## src/rtl/instr_fetch_unit_pkg.sv

```systemverilog
// Shared definitions for the instruction fetch unit: FSM encoding, opcode
// constants and the default reset PC.
package instr_fetch_unit_pkg;

   typedef enum logic {
      FETCH = 1'b0,
      ISSUE = 1'b1
   } state_t;

   localparam logic [5:0] OP_RTYPE = 6'b000000;
   localparam logic [5:0] OP_J     = 6'b000010;
   localparam logic [5:0] OP_BEQ   = 6'b000100;
   localparam logic [5:0] OP_ADDI  = 6'b001000;
   localparam logic [5:0] OP_LW    = 6'b100011;
   localparam logic [5:0] OP_SW    = 6'b101011;

   localparam logic [31:0] DEFAULT_RESET_PC = 32'h0000_0000;

endpackage

```

## src/rtl/instr_fetch_unit_next_pc_calc.sv

```systemverilog
// Combinational next-PC selection: jump, taken BEQ, or sequential PC + 4.
module next_pc_calc #(
   parameter int W = 32
) (
   input  logic [W-1:0] pc,
   input  logic [W-1:0] instr,
   input  logic         jump,
   input  logic         branch,
   input  logic         zero,
   output logic [W-1:0] pc_plus4,
   output logic [W-1:0] next_pc
);

   logic [W-1:0] branch_off;
   logic [W-1:0] jump_target;

   assign pc_plus4    = pc + {{(W-3){1'b0}}, 3'd4};
   assign branch_off  = {{(W-18){instr[15]}}, instr[15:0], 2'b00};
   assign jump_target = {pc_plus4[W-1:28], instr[25:0], 2'b00};

   // NOTE: every output of an always_comb gets a default first so no path leaves it unassigned (no latch).
   always_comb begin
      next_pc = pc_plus4;
      if (jump)
         next_pc = jump_target;
      else if (branch && zero)
         next_pc = pc_plus4 + branch_off;
   end

endmodule

```

## src/rtl/instr_fetch_unit.sv

```systemverilog
// Two-state fetch/issue unit: requests one instruction word, presents it until
// it retires, then advances the PC through next_pc_calc.
module instr_fetch_unit
   import instr_fetch_unit_pkg::*;
#(
   parameter int                    DATA_WIDTH = 32,
   parameter logic [DATA_WIDTH-1:0] RESET_PC   = DEFAULT_RESET_PC
) (
   input  logic                  CLK,
   input  logic                  RST,
   input  logic                  Jump,
   input  logic                  Branch,
   input  logic                  Zero,
   input  logic                  Stall,
   output logic                  Imem_Req,
   output logic [DATA_WIDTH-1:0] Imem_Addr,
   input  logic [DATA_WIDTH-1:0] Imem_Rdata,
   input  logic                  Imem_Valid,
   output logic [DATA_WIDTH-1:0] Instr,
   output logic                  Instr_Valid,
   output logic [5:0]            Op_Code,
   output logic [DATA_WIDTH-1:0] PC,
   output logic [DATA_WIDTH-1:0] PC_Plus4,
   output logic [31:0]           Retire_Count
);

   state_t                state;
   logic [DATA_WIDTH-1:0] next_pc;

   next_pc_calc #(.W(DATA_WIDTH)) u_next_pc (
      .pc       (PC),
      .instr    (Instr),
      .jump     (Jump),
      .branch   (Branch),
      .zero     (Zero),
      .pc_plus4 (PC_Plus4),
      .next_pc  (next_pc)
   );

   // Gating with RST keeps the request low during reset and lets the first
   // request appear in the very first cycle after RST drops.
   assign Imem_Req  = (state == FETCH) && !RST;
   assign Imem_Addr = PC;
   assign Op_Code   = Instr[DATA_WIDTH-1 -: 6];

   // NOTE: sequential state uses non-blocking assignments so every register updates from pre-edge values.
   always_ff @(posedge CLK) begin
      if (RST) begin
         state        <= FETCH;
         PC           <= RESET_PC;
         Instr        <= '0;
         Instr_Valid  <= 1'b0;
         Retire_Count <= '0;
      end else begin
         case (state)
            FETCH: begin
               if (Imem_Valid) begin
                  Instr       <= Imem_Rdata;
                  Instr_Valid <= 1'b1;
                  state       <= ISSUE;
               end
            end
            ISSUE: begin
               if (!Stall) begin
                  PC           <= next_pc;
                  Instr_Valid  <= 1'b0;
                  Retire_Count <= Retire_Count + 32'd1;
                  state        <= FETCH;
               end
            end
            default: state <= FETCH;
         endcase
      end
   end

endmodule

```

## config.mk

```make
export PLATFORM = sky130hd
export DESIGN_NAME = instr_fetch_unit
export DESIGN_NICKNAME = d
export VERILOG_FILES = /design/src/rtl/instr_fetch_unit_pkg.sv /design/src/rtl/instr_fetch_unit_next_pc_calc.sv /design/src/rtl/instr_fetch_unit.sv
export SDC_FILE = /design/constraint.sdc
export NUM_CORES = 1
export LEC_CHECK = 0
export ABC_AREA = 1
export CORE_UTILIZATION = 54
export CTS_CLUSTER_SIZE = 20
export DETAILED_ROUTE_END_ITERATION = 10
export PLACE_DENSITY_LB_ADDON = 0.25
export SLEW_MARGIN = 20
export SYNTH_ARGS = -nofsm -noshare
export SYNTH_HDL_FRONTEND = slang
export SYNTH_SLANG_ARGS = --single-unit
```

## constraint.sdc

```tcl
create_clock -name CLK -period 7.1 [get_ports CLK]
set_clock_uncertainty 0.05 [all_clocks]
set_input_delay 1.775 -clock CLK [delete_from_list [all_inputs] [get_ports CLK]]
set_output_delay 1.775 -clock CLK [all_outputs]
set_load 0.02 [all_outputs]
```

==> results.md <==
* Mapped cell area at 7660 um2
* Remaining DRCs at 0
* Placed cell area at 9550 um2
* Overall power at 1.47 mW
* Mean Syn Cell Area at 6.05 um2
* Max Slew Vio Count at 0
* Path type of the worst setup path: input port to primary output
* All-Layer GR Usage at 35.6%
* Crit Path Max Fanout at 2
* Chip Height at 121 um
* Fin Setup TNS at 0 ns
* Via count at 8734
* Reg clk slew, reported paths at 0.07 ns
* H-Tree Depth at 3
* CP Capture Type: primary output
* DP HPWL at 19.9 mm
* Top cell family by delay on the critical path: buffers and inverters
* Mapped Cells at 1266
* Slew @ Worst Pin at 0.933 ns
* Fin crit share at 66.6%
* DR iter-0 viols at 732
* Crit path buf inv count at 2
* Initial antenna violation count at 1
* Final Non-Filler Cells at 1607
* Routed WL at 25.8 mm
* Core footprint at 13900 um2
* Yosys warns at 0
* Final hold violations at 0
* CTS Root Cell: clkbuf_16
* CTS Buffer Depth at 2
* Fin area at 9860 um2
* R2R setup slack at 3.60 ns
* Status: finished, final reports clean
* Lkg Pwr at 4.52 nW
* Max stage delay on crit path at 0.62 ns
* Setup Buffers After CTS at 0
* # clock sinks at 96
* Grt total ovfl at 0
* Register area share after synthesis at 25.1%
* 1st-pass router iterations at 7
* CP required at 5.28 ns
* # port buffers at 200
* Fill count at 1205
* Minimum clock period at 4.73 ns
* Crit path top cell by count: clkdlybuf4s50_1
* Hold slack at 0.429 ns
* Final setup margin at 2.37 ns
* Routed len/inst at 16.1 um
* Final Util at 71.0%
* CTS resizes at 0
* Area growth syn-to-layout at 28.6%
* Clk Latency, worst-skew pair at 0.35 ns
* Core Rows at 43
* Largest net degree at the start of global routing at 33
* Crit path arrival time at 2.90 ns
* Flops & latches, synth at 96
* Die Wd at 121 um
* RePlAce Congestion at 0.998
* Yosys cell types at 41
* Maxcap violations at 0
* RSZ-0062 raised after global routing: false
* ANT cells at 0
* Worst-path cell with the longest stage delay: clkdlybuf4s50_1
* Worst IR drop on VDD at 0.153 mV
* I/O Pins at 207
* CTS tree: done
* Initial core utilization at 55.2%
* Fin nets at 1499
* Die ar. at 14700 um2
* Vias in the first global route at 8051
* First-pass GRT wire length at 40.8 mm
* Cell breakdown of the critical path: clkdlybuf4s50_1 -> nor2_1 -> clkdlybuf4s50_1
* PwrDens at 150 nW/um2
* CTS buffer count at 9
* DR vias/cell at 5.43
* CP Launch Type: input port
* Share of cells above drive strength 1 at 3.43%
* Number of cells in the design after placement at 1591
* Hold buffers post-CTS at 0
* Final setup vio count at 0
* Rel. slew slack at 37.7%
* Antenna Nets Post-Route at 0
* DP Worst Slack at 2.39 ns
* Max Freq at 212 MHz
* Hold crit path type: register to register
-- sequential cells by signal, summed over array words and instances (netlist names) --
signal,cells
Imem_Addr,30
Instr,32
Instr_Valid,1
Retire_Count,32
state,1
-- layout by cell type (no fill, tap or decap), drive strengths merged, types with 12 or more instances in the layout --
cell type      Yosys  routed
nand2            349     349
clkdlybuf4s50      0     200
nor2             188     188
inv              175     176
dfxtp             96      96
a21oi             82      82
o21ai             80      80
nand3             67      67
ha                37      37
xor2              32      32
nor3              27      27
nand4             21      21
clkbuf            21      12
-- area by class of cell --
cell class                 instances  area (um2)  share of cell area [%]
inverter                         175         657                    6.66
tap                              180         225                    2.28
clock buffer                      12         256                    2.60
timing repair buffer             207        2050                    20.8
multi-input combinational        933        4690                    47.6
sequential                        96        1920                    19.5
clock inverter                     4        51.3                   0.520
-- logic make-up (layout without fill, tap and decap cells) --
family / after synthesis / count (layout) / synth area share [%]
AO/OA/AOI/OAI: 187 / 187 / 13.0
buffers and inverters: 242 / 398 / 14.0
XOR/XNOR: 42 / 42 / 4.80
flip-flops: 96 / 96 / 25.1
AND/OR/NAND/NOR: 660 / 660 / 36.8
other: 1 / 6 / 0.0489
adder cells (fa/ha/maj): 38 / 38 / 6.30
-- per-layer routing --
metal | global-route usage, % | wire (um) | vias to the layer above
li1 | - | - | 4297
met1 | 45.4 | 10700 | 3949
met2 | 58.5 | 12000 | 410
met3 | 6.63 | 2160 | 76
met4 | 15.4 | 967 | 2
met5 | 0 | 13 | -
-- where the power goes --
part | internal [mW] | leakage, nW | switching [mW]
Clock | 0.294 | 0.149 | 0.225
Combinational | 0.144 | 3.59 | 0.209
Sequential | 0.565 | 0.783 | 0.0378
Total | 1.00 | 4.52 | 0.473
-- cells in the mapped netlist --
| cell type | number | share of area, % |
|---|---|---|
| nor4_1 | 2 | 0.16 |
| nor2_2 | 9 | 0.73 |
| nor3b_2 | 2 | 0.33 |
| a21oi_1 | 82 | 5.4 |
| buf_4 | 42 | 4.1 |
| xnor2_1 | 10 | 1.1 |
| nor3_2 | 1 | 0.13 |
| nor2_4 | 1 | 0.15 |
| inv_1 | 175 | 8.6 |
| nand4_1 | 19 | 1.6 |
| nand2_4 | 2 | 0.29 |
| ha_1 | 37 | 6.0 |
| nor3_1 | 22 | 1.4 |
| o21ai_0 | 69 | 4.5 |
| o21ai_1 | 11 | 0.72 |
| o221ai_1 | 3 | 0.34 |
| o22ai_1 | 3 | 0.24 |
| conb_1 | 1 | 0.049 |
| nor3_4 | 4 | 0.85 |
| a21o_1 | 3 | 0.29 |
| nor3b_1 | 2 | 0.20 |
| a31oi_1 | 1 | 0.082 |
| and2_1 | 1 | 0.082 |
| nand2_1 | 343 | 17 |
| o21bai_1 | 3 | 0.29 |
| o31ai_1 | 1 | 0.098 |
| nor2_8 | 1 | 0.26 |
| fa_1 | 1 | 0.26 |
| o211ai_1 | 5 | 0.49 |
| nand3_2 | 1 | 0.13 |
| nor2_1 | 177 | 8.7 |
| nand3_1 | 66 | 4.3 |
| or2_1 | 1 | 0.082 |
| xor2_1 | 32 | 3.7 |
| dfxtp_1 | 96 | 25 |
| buf_1 | 1 | 0.049 |
| buf_2 | 3 | 0.20 |
| o21a_1 | 6 | 0.59 |
| nand4_2 | 2 | 0.33 |
| nand2_2 | 4 | 0.33 |
| clkbuf_1 | 21 | 1.0 |
-- final timing paths --
check / start / to / depth (start not counted)
worst min register to register: Instr[24] / Instr[24] / 2
worst max-delay path: RST / Imem_Req / 3
worst min-delay path: Instr[24] / Instr[24] / 2
worst max register to register: Imem_Addr[2] / Imem_Addr[21] / 17
-- tightest hold or removal path, cell delays in order (launching register included) --
cell and delay [ns]:
dfxtp_1 0.31, inv_1 0.07, a21oi_1 0.06
No activity file was read; power rests on OpenSTA's default activity.
